$ cat src/rtl/cpu_pkg.sv
// Shared CPU definitions: widths, opcodes and the memory-stage state type.
package cpu_pkg;

   localparam int DATA_W    = 16;
   localparam int REG_IDX_W = 5;
   localparam int CTRL_W    = 5;
   localparam int OP_W      = 4;

   localparam logic [OP_W-1:0] OP_NOP   = 4'h0;
   localparam logic [OP_W-1:0] OP_AND   = 4'h1;
   localparam logic [OP_W-1:0] OP_ADD   = 4'h2;
   localparam logic [OP_W-1:0] OP_ADDI  = 4'h3;
   localparam logic [OP_W-1:0] OP_SUB   = 4'h4;
   localparam logic [OP_W-1:0] OP_OR    = 4'h5;
   localparam logic [OP_W-1:0] OP_XOR   = 4'h6;
   localparam logic [OP_W-1:0] OP_SLL   = 4'h7;
   localparam logic [OP_W-1:0] OP_SRL   = 4'h8;
   localparam logic [OP_W-1:0] OP_CMP   = 4'h9;
   localparam logic [OP_W-1:0] OP_BEQ   = 4'hA;
   localparam logic [OP_W-1:0] OP_JMP   = 4'hB;
   localparam logic [OP_W-1:0] OP_LOAD  = 4'hC;
   localparam logic [OP_W-1:0] OP_LUI   = 4'hD;
   localparam logic [OP_W-1:0] OP_STORE = 4'hE;
   localparam logic [OP_W-1:0] OP_MOV   = 4'hF;

   typedef enum logic {
      IDLE,
      ACCESS
   } mem_state_e;

   function automatic logic is_mem_op(input logic [OP_W-1:0] op);
      return (op == OP_LOAD) || (op == OP_STORE);
   endfunction

endpackage

$ cat src/rtl/mem_watchdog.sv
// Access-cycle counter: cleared on access entry, flags expiry at the limit.
module mem_watchdog #(
   parameter int TIMEOUT_CYCLES = 16
) (
   input  logic clk,
   input  logic reset,
   input  logic clear_i,
   input  logic en_i,
   output logic expired_o
);

   localparam int CNT_W = $clog2(TIMEOUT_CYCLES + 1);

   logic [CNT_W-1:0] count_q, count_d;
   logic             at_limit;

   assign at_limit  = (count_q == CNT_W'(TIMEOUT_CYCLES - 1));
   assign expired_o = en_i && at_limit;

   always_comb begin
      count_d = count_q;
      if (clear_i) begin
         count_d = '0;
      end else if (en_i && !at_limit) begin
         count_d = count_q + 1'b1;
      end
   end

   always_ff @(posedge clk) begin
      if (reset) begin
         count_q <= '0;
      end else begin
         count_q <= count_d;
      end
   end

endmodule

$ cat src/rtl/memory_stage.sv
// Memory pipeline stage: LOAD/STORE handshake with data memory, others pass.
// Define MEM_TIMEOUT_EN to bound each access with the mem_watchdog counter.
module memory_stage #(
   parameter int ADDR_W         = 14,
   parameter int DATA_W         = cpu_pkg::DATA_W,
   parameter int TIMEOUT_CYCLES = 16
) (
   input  logic                           clk,
   input  logic                           reset,
   input  logic                           ex_valid,
   input  logic [cpu_pkg::CTRL_W-1:0]     control_in,
   input  logic [cpu_pkg::REG_IDX_W-1:0]  dest_index_in,
   input  logic [DATA_W-1:0]              result_in,
   input  logic [DATA_W-1:0]              store_data,
   input  logic                           dest_write_en_in,
   output logic                           stall,
   output logic                           mem_req,
   output logic                           mem_we,
   output logic [ADDR_W-1:0]              mem_addr,
   output logic [DATA_W-1:0]              mem_wdata,
   input  logic                           mem_ready,
   input  logic [DATA_W-1:0]              mem_rdata,
   output logic                           wb_valid,
   output logic [cpu_pkg::CTRL_W-1:0]     wb_control,
   output logic [cpu_pkg::REG_IDX_W-1:0]  wb_dest_index,
   output logic [DATA_W-1:0]              wb_data,
   output logic                           wb_write_en,
   output logic                           mem_error
);

   import cpu_pkg::*;

   mem_state_e             state_q, state_d;
   logic                   mem_req_q, mem_req_d;
   logic                   mem_we_q, mem_we_d;
   logic [ADDR_W-1:0]      mem_addr_q, mem_addr_d;
   logic [DATA_W-1:0]      mem_wdata_q, mem_wdata_d;
   logic [CTRL_W-1:0]      ctrl_q, ctrl_d;
   logic [REG_IDX_W-1:0]   dest_q, dest_d;
   logic                   wb_valid_q, wb_valid_d;
   logic [CTRL_W-1:0]      wb_ctrl_q, wb_ctrl_d;
   logic [REG_IDX_W-1:0]   wb_dest_q, wb_dest_d;
   logic [DATA_W-1:0]      wb_data_q, wb_data_d;
   logic                   wb_we_q, wb_we_d;
   logic                   mem_error_q, mem_error_d;
   logic                   stall_c;
   logic                   accept;
   logic                   timeout;
   logic                   in_access;

   assign in_access = (state_q == ACCESS);
   assign accept    = (state_q == IDLE) && ex_valid
                      && is_mem_op(control_in[OP_W-1:0]);

`ifdef MEM_TIMEOUT_EN
   mem_watchdog #(
      .TIMEOUT_CYCLES(TIMEOUT_CYCLES)
   ) u_mem_watchdog (
      .clk      (clk),
      .reset    (reset),
      .clear_i  (accept),
      .en_i     (in_access),
      .expired_o(timeout)
   );
`else
   assign timeout = 1'b0 & (TIMEOUT_CYCLES == 0);
`endif

   always_comb begin
      state_d     = state_q;
      mem_req_d   = mem_req_q;
      mem_we_d    = mem_we_q;
      mem_addr_d  = mem_addr_q;
      mem_wdata_d = mem_wdata_q;
      ctrl_d      = ctrl_q;
      dest_d      = dest_q;
      wb_valid_d  = 1'b0;
      wb_ctrl_d   = wb_ctrl_q;
      wb_dest_d   = wb_dest_q;
      wb_data_d   = wb_data_q;
      wb_we_d     = 1'b0;
      mem_error_d = mem_error_q;
      stall_c     = 1'b0;
      unique case (state_q)
         IDLE: begin
            if (accept) begin
               stall_c     = 1'b1;
               state_d     = ACCESS;
               mem_req_d   = 1'b1;
               mem_we_d    = (control_in[OP_W-1:0] == OP_STORE);
               mem_addr_d  = result_in[ADDR_W-1:0];
               mem_wdata_d = store_data;
               ctrl_d      = control_in;
               dest_d      = dest_index_in;
            end else if (ex_valid) begin
               wb_valid_d = 1'b1;
               wb_ctrl_d  = control_in;
               wb_dest_d  = dest_index_in;
               wb_data_d  = result_in;
               wb_we_d    = dest_write_en_in;
            end
         end
         ACCESS: begin
            stall_c = ~mem_ready & ~timeout;
            if (mem_ready || timeout) begin
               state_d     = IDLE;
               mem_req_d   = 1'b0;
               mem_we_d    = 1'b0;
               mem_addr_d  = '0;
               mem_wdata_d = '0;
               wb_valid_d  = 1'b1;
               wb_ctrl_d   = ctrl_q;
               wb_dest_d   = dest_q;
            end
            // A ready arriving on the timeout cycle still completes cleanly.
            if (mem_ready) begin
               wb_data_d = mem_we_q ? DATA_W'(mem_addr_q) : mem_rdata;
               wb_we_d   = ~mem_we_q;
            end else if (timeout) begin
               wb_data_d   = '0;
               mem_error_d = 1'b1;
            end
         end
      endcase
   end

   always_ff @(posedge clk) begin
      if (reset) begin
         state_q     <= IDLE;
         mem_req_q   <= 1'b0;
         mem_we_q    <= 1'b0;
         mem_addr_q  <= '0;
         mem_wdata_q <= '0;
         ctrl_q      <= '0;
         dest_q      <= '0;
         wb_valid_q  <= 1'b0;
         wb_ctrl_q   <= '0;
         wb_dest_q   <= '0;
         wb_data_q   <= '0;
         wb_we_q     <= 1'b0;
         mem_error_q <= 1'b0;
      end else begin
         state_q     <= state_d;
         mem_req_q   <= mem_req_d;
         mem_we_q    <= mem_we_d;
         mem_addr_q  <= mem_addr_d;
         mem_wdata_q <= mem_wdata_d;
         ctrl_q      <= ctrl_d;
         dest_q      <= dest_d;
         wb_valid_q  <= wb_valid_d;
         wb_ctrl_q   <= wb_ctrl_d;
         wb_dest_q   <= wb_dest_d;
         wb_data_q   <= wb_data_d;
         wb_we_q     <= wb_we_d;
         mem_error_q <= mem_error_d;
      end
   end

   assign stall         = stall_c;
   assign mem_req       = mem_req_q;
   assign mem_we        = mem_we_q;
   assign mem_addr      = mem_addr_q;
   assign mem_wdata     = mem_wdata_q;
   assign wb_valid      = wb_valid_q;
   assign wb_control    = wb_ctrl_q;
   assign wb_dest_index = wb_dest_q;
   assign wb_data       = wb_data_q;
   assign wb_write_en   = wb_we_q;
   assign mem_error     = mem_error_q;

endmodule

$ cat config.mk
export PLATFORM = sky130hd
export DESIGN_NAME = memory_stage
export DESIGN_NICKNAME = d
export VERILOG_FILES = /design/src/rtl/cpu_pkg.sv /design/src/rtl/mem_watchdog.sv /design/src/rtl/memory_stage.sv
export SDC_FILE = /design/constraint.sdc
export NUM_CORES = 1
export LEC_CHECK = 0
export CAP_MARGIN = 10
export CORE_ASPECT_RATIO = 0.75
export CORE_MARGIN = 4
export CORE_UTILIZATION = 39
export CTS_BUF_LIST = sky130_fd_sc_hd__clkbuf_2
export DETAILED_ROUTE_END_ITERATION = 8
export PLACE_DENSITY = 0.71
export SKIP_CTS_REPAIR_TIMING = 1
export SYNTH_ARGS = -nofsm -noshare
export SYNTH_HDL_FRONTEND = slang
export SYNTH_HIERARCHICAL = 1
export SYNTH_SLANG_ARGS = --single-unit
$ cat constraint.sdc
create_clock -name clk -period 3.4 [get_ports clk]
set_clock_uncertainty 0.1 [all_clocks]
set_input_delay 0.34 -clock clk [delete_from_list [all_inputs] [get_ports clk]]
set_output_delay 0.34 -clock clk [all_outputs]
set_load 0.02 [all_outputs]
# Word level (Yosys, flattened, before mapping)
# Index checks and enable logic that the tools add are counted.
dict set report classes {
  eq_ne 6
  n_bitwise 3
  reduce_logical 6
  mux 36
}
# operator n
set op_table {}
lappend op_table {{$mux 16} 6}
lappend op_table {{$pmux 16 s2} 2}
lappend op_table {{$mux 5} 6}
lappend op_table {{$mux 14} 2}
lappend op_table {{$pmux 14 s2} 1}
lappend op_table {{$pmux 5 s2} 2}
lappend op_table {{$pmux 1 s2} 6}
lappend op_table {{$mux 1} 11}
lappend op_table {{$eq 4x4->1 const B} 2}
lappend op_table {{$ne 2x2->1 const B} 4}
lappend op_table {{$reduce_and 2->1} 2}
lappend op_table {{$not 1->1} 3}
lappend op_table {{$reduce_and 3->1} 1}
lappend op_table {{$logic_and 1x1->1} 2}
lappend op_table {{$logic_or 1x1->1} 1}
dict set report totals {
  regBits 71
  input_bits 63
}

# Depth between registers and ports, before layout
dict set report logic_depth {
  word_depth 5
  mapped_depth 6
}

# Worst setup path before layout
# OpenSTA, ideal clock, no wires.
dict set report synth_timing {
  path_kind {flip-flop to flip-flop}
  from {register mem_we_q (netlist: mem_we)}
  to {register wb_data_q[10] (netlist: wb_data[10])}
  required_time_ns 3.179
  setup_time_ns 0.121
  path_slack_ns 1.775
  n_path_buf 2
  stages_incl_launch_ff 6
  synth_period_minus_slack_ns 1.625
  t_arrival_ns 1.404
  cell_sequence {dfxtp_1 > buf_2 > buf_2 > mux2_2 > mux2i_1 > o21ai_2}
}
dict set report synth_via {
  elab_chain_cells 3
}
# element line_no
set synth_rtl {}
lappend synth_rtl {{start, declared} memory_stage.sv:35} ;# logic mem_we_q, mem_we_d;
lappend synth_rtl {{start signal, assigned} memory_stage.sv:145} ;# mem_we_q <= mem_we_d;
lappend synth_rtl {{$mux 16} memory_stage.sv:117} ;# wb_data_d = mem_we_q ? DATA_W'(mem_addr_q) : mem_rdata;
lappend synth_rtl {{$mux 16} memory_stage.sv:116} ;# if (mem_ready) begin
lappend synth_rtl {{$pmux 16 s2} memory_stage.sv:84} ;# unique case (state_q)
lappend synth_rtl {{end signal, assigned} memory_stage.sv:153} ;# wb_data_q <= wb_data_d;
lappend synth_rtl {{end, declared} memory_stage.sv:43} ;# logic [DATA_W-1:0] wb_data_q, wb_data_d;
# No other way between the ends. The select of a mux whose other input is x is not followed.
# A chain may end at the register's enable or synchronous reset.

# Worst setup path after layout
dict set report layout_timing {
  from {register state_q (netlist: in_access)}
  to {output port stall}
}
dict set report layout_via {
  elab_chain_cells 5
}
# element line_no
set layout_rtl {}
lappend layout_rtl {{start, declared} memory_stage.sv:33} ;# mem_state_e state_q, state_d;
lappend layout_rtl {{start signal, assigned} memory_stage.sv:143} ;# state_q <= state_d;
lappend layout_rtl {{$not 1->1} --}
lappend layout_rtl {{$logic_and 1x1->1} memory_stage.sv:52} ;# assign accept = (state_q == IDLE) && ex_valid
lappend layout_rtl {{$logic_and 1x1->1} memory_stage.sv:53} ;# && is_mem_op(control_in[OP_W-1:0]);
lappend layout_rtl {{$mux 1} memory_stage.sv:86} ;# if (accept) begin
lappend layout_rtl {{$pmux 1 s2 *} memory_stage.sv:84}
lappend layout_rtl {{end, declared} memory_stage.sv:16} ;# output logic stall,
# Mark *: on every way between the ends. The rest lies on a longest branch, timed or not.

==> results.py <==
metrics = {
    "synth": {
        "ys_async_sr_fraction": 0,
        "synth.most_common_cell": "dfxtp_1",
        "synth_edf_count": 0,
        "synth_cell_types": 29,
        "synth-xor-area-share": 0,
        "synthCells": 361,
        "synthSimpleGateAreaFrac": 0.126,
        "synthTopCellsByArea": "dfxtp_1 43%, o211ai_1 10%, mux2_2 7.8%, a21oi_1 6.7%, nand3_1 5.6%",
        "synth_seq_cells": 71,
        "synth_top_cell_by_area": "dfxtp_1",
        "synthesis.nets": 424,
        "synth_fa_ha_area_frac": 0,
        "postSynthAreaPerCell_um2": 9.15,
        "yosys-top-cells-count": "71 x dfxtp_1, 45 x o211ai_1, 44 x a21oi_1",
        "synth.area.mux_share": 0.124,
        "seq_area_frac_synth": 0.430,
        "synth_flop_cell": "dfxtp_1",
        "synth_compound_area_frac": 0.246,
        "syn-cell-area_mm2": 0.00330,
        "ys_warn_count": 6,
        "synth_top_family_by_area": "compound AO/OA/AOI/OAI gates",
        "yosys.area.top_type_share": 0.430,
    },
    "power_and_ir_drop": {
        "pwr-share-comb": 0.205,
        "switching_share": 0.288,
        "clkPwrFrac": 0.269,
        "power_w": 0.00170,
        "seqPwrFrac": 0.526,
        "netSwitchingPower_w": 0.000488,
        "power.density_mw_per_mm2": 365,
        "power_leakage_nw": 1.54,
        "vdd_drop_max_mv": 0.202,
        "p_int_w": 0.00121,
    },
    "detailed_routing": {
        "drt_iter0_drc": 183,
        "wl_met3_um": 874,
        "wl_met1_um": 4800,
        "wirelength_um": 10200,
        "drc": 0,
        "top_layer_used": "met4",
        "firstDrtPassIters": 5,
        "routed-wl-met2_um": 4500,
        "wl_per_cell_um": 17.9,
        "vias_per_cell": 5.56,
        "ant_nets": 0,
        "vias": 3173,
    },
    "cts": {
        "path_clk_slew_ps": 190,
        "htree_levels": 3,
        "cts.sinks": 71,
        "root_buffer": "clkbuf_2",
        "cts_tree": "built",
        "cts_buffers": 9,
        "clk_latency_ps": 500,
        "cts.path.max_buffers": 2,
    },
    "floorplan": {
        "row_count": 28,
        "start_util": 0.410,
        "die_w_um": 114,
        "core-area_mm2": 0.00806,
        "io_pins": 125,
        "fp.dieArea_mm2": 0.0100,
        "die_y_um": 87.7,
    },
    "grt": {
        "grt_overflow": 0,
        "grt_pass1_vias": 3228,
        "grt_max_degree": 57,
        "grt_usage": 0.203,
        "grt_pass1_wl_um": 16400,
        "grt_antenna_before_repair": 0,
    },
    "placed_design": {
        "pre_cts_ws_ps": 756,
        "io_buffers": 123,
        "dp_hpwl_um": 6870,
        "globalplace.congestion": 0.753,
    },
    "sta": {
        "worst_slew_pin_slew_ps": 1040,
        "period_needed_ps": 2560,
        "relSlewSlack": 0.307,
        "setup_viol_count_final": 0,
        "fin_ws_ps": 845,
        "tns_ps": 0,
        "max_freq_ghz": 0.391,
        "post-route-period-util": 0.751,
        "rsz0062_at_grt": "false",
        "slew_viol_final": 0,
        "hold_viol_final": 0,
    },
    "cells_and_area": {
        "final_util": 0.576,
        "fillers": 734,
        "final_nets": 524,
        "seqCellArea_mm2": 0.00142,
        "diodes": 0,
        "area_growth_pct": 40.7,
        "multi_input_area_mm2": 0.00167,
        "drive_gt1_frac": 0.131,
    },
    "job": {
        "drv_cap": 0,
    },
    "critical_path": {
        "cp_cell_sequence": "nand2b_1 > nand2_1 > clkdlybuf4s50_1",
        "cp_num_buf_inv": 1,
        "path_max_fanout": 23,
        "crit_family": "flip-flops",
        "required_ps": 2960,
        "startpoint_type": "register",
        "endpoint_kind": "output port",
        "crit_arrival_ps": 2120,
        "critPathMaxStageDelay_ps": 720,
        "slowest_stage": "dfxtp_2",
        "crit_type": "register to output port",
    },
    "worst_hold_path": {
        "holdCritPathClass": "input pin to register",
    },
    "run_status": {
        "status": "completed",
    },
}
## final timing paths
check	endpoint	start	depth (start not counted)	slack (ps)
max	stall	in_access	3	840
min	mem_wdata[13]	store_data[13]	3	270
max reg2reg	mem_addr[0]	in_access	4	1310
min reg2reg	mem_req	mem_req	2	380
## cells by family after synthesis
group                  after synthesis
AO/OA/AOI/OAI                      126
AND/OR/NAND/NOR                     77
flip-flops                          71
buffers and inverters               48
multiplexers                        38
other                                1
## cell usage in the layout (no fill, tap or decap), types with 2 or more instances in the layout
master and instances:
clkinv_1 3, o21ai_2 8, a21oi_1 44, clkinv_2 2, a211oi_1 11, nand3_1 37
dfxtp_1 70, a211o_1 2, o211ai_1 45, inv_1 3, buf_4 11, nand3b_1 3
nor2_1 3, clkbuf_2 10, nand2_1 4, mux2_2 23, nor3_1 19, nand2b_1 4
mux2i_1 14, o21ai_0 14, clkdlybuf4s50_1 122
## flip-flops by register name, summed over array words and instances, names as in the netlist, 5 cells and up
name,flops
ctrl_q,5
dest_q,5
mem_addr,14
mem_wdata,16
wb_control,5
wb_data,16
wb_dest_index,5
## stage by stage
| stage | cells | hold slack, ps | area, µm² |
|---|---|---|---|
| 6_report | 571 | 267 | 4640 |
| 5_1_grt | 571 | 227 | 4640 |
| 4_1_cts | 571 | 226 | 4640 |
| 3_5_place_dp | 555 | 361 | 4540 |
| 3_3_place_gp | 555 | 346 | 4540 |
| 2_1_floorplan | 361 | 331 | 3300 |
## final cells by class
type | count | area share
clock buffer | 10 | 0.0108
tap | 105 | 0.0283
sequential | 71 | 0.306
multi-input combinational | 242 | 0.359
clock inverter | 6 | 0.0110
inverter | 3 | 0.00242
timing repair buffer | 134 | 0.282
## metal layers
layer | up-vias | global-route usage
li1 | 1546 | -
met3 | 2 | 0.0808
met1 | 1508 | 0.274
met5 | - | 0
met2 | 117 | 0.313
met4 | 0 | 0.0378
## power groups by stage
stage / sequential [W] / clock [W] / combinational [W]
final: 0.000892 / 0.000457 / 0.000347
after global routing: 0.000896 / 0.000498 / 0.000372
after CTS: 0.000891 / 0.000467 / 0.000348
after detailed placement: 0.000908 / 0 / 0.000346
after global placement: 0.000907 / 0 / 0.000343
after floorplan: 0.000942 / 0 / 0.000138
## worst min-delay path, delay by kind of cell
family                 cells  cell delay [ps]
and+or+nand+nor            1               70
AOI/OAI and AO/OA          1               50
buffers and inverters      1              390
Note: power is estimated with default switching activity, not from simulation.
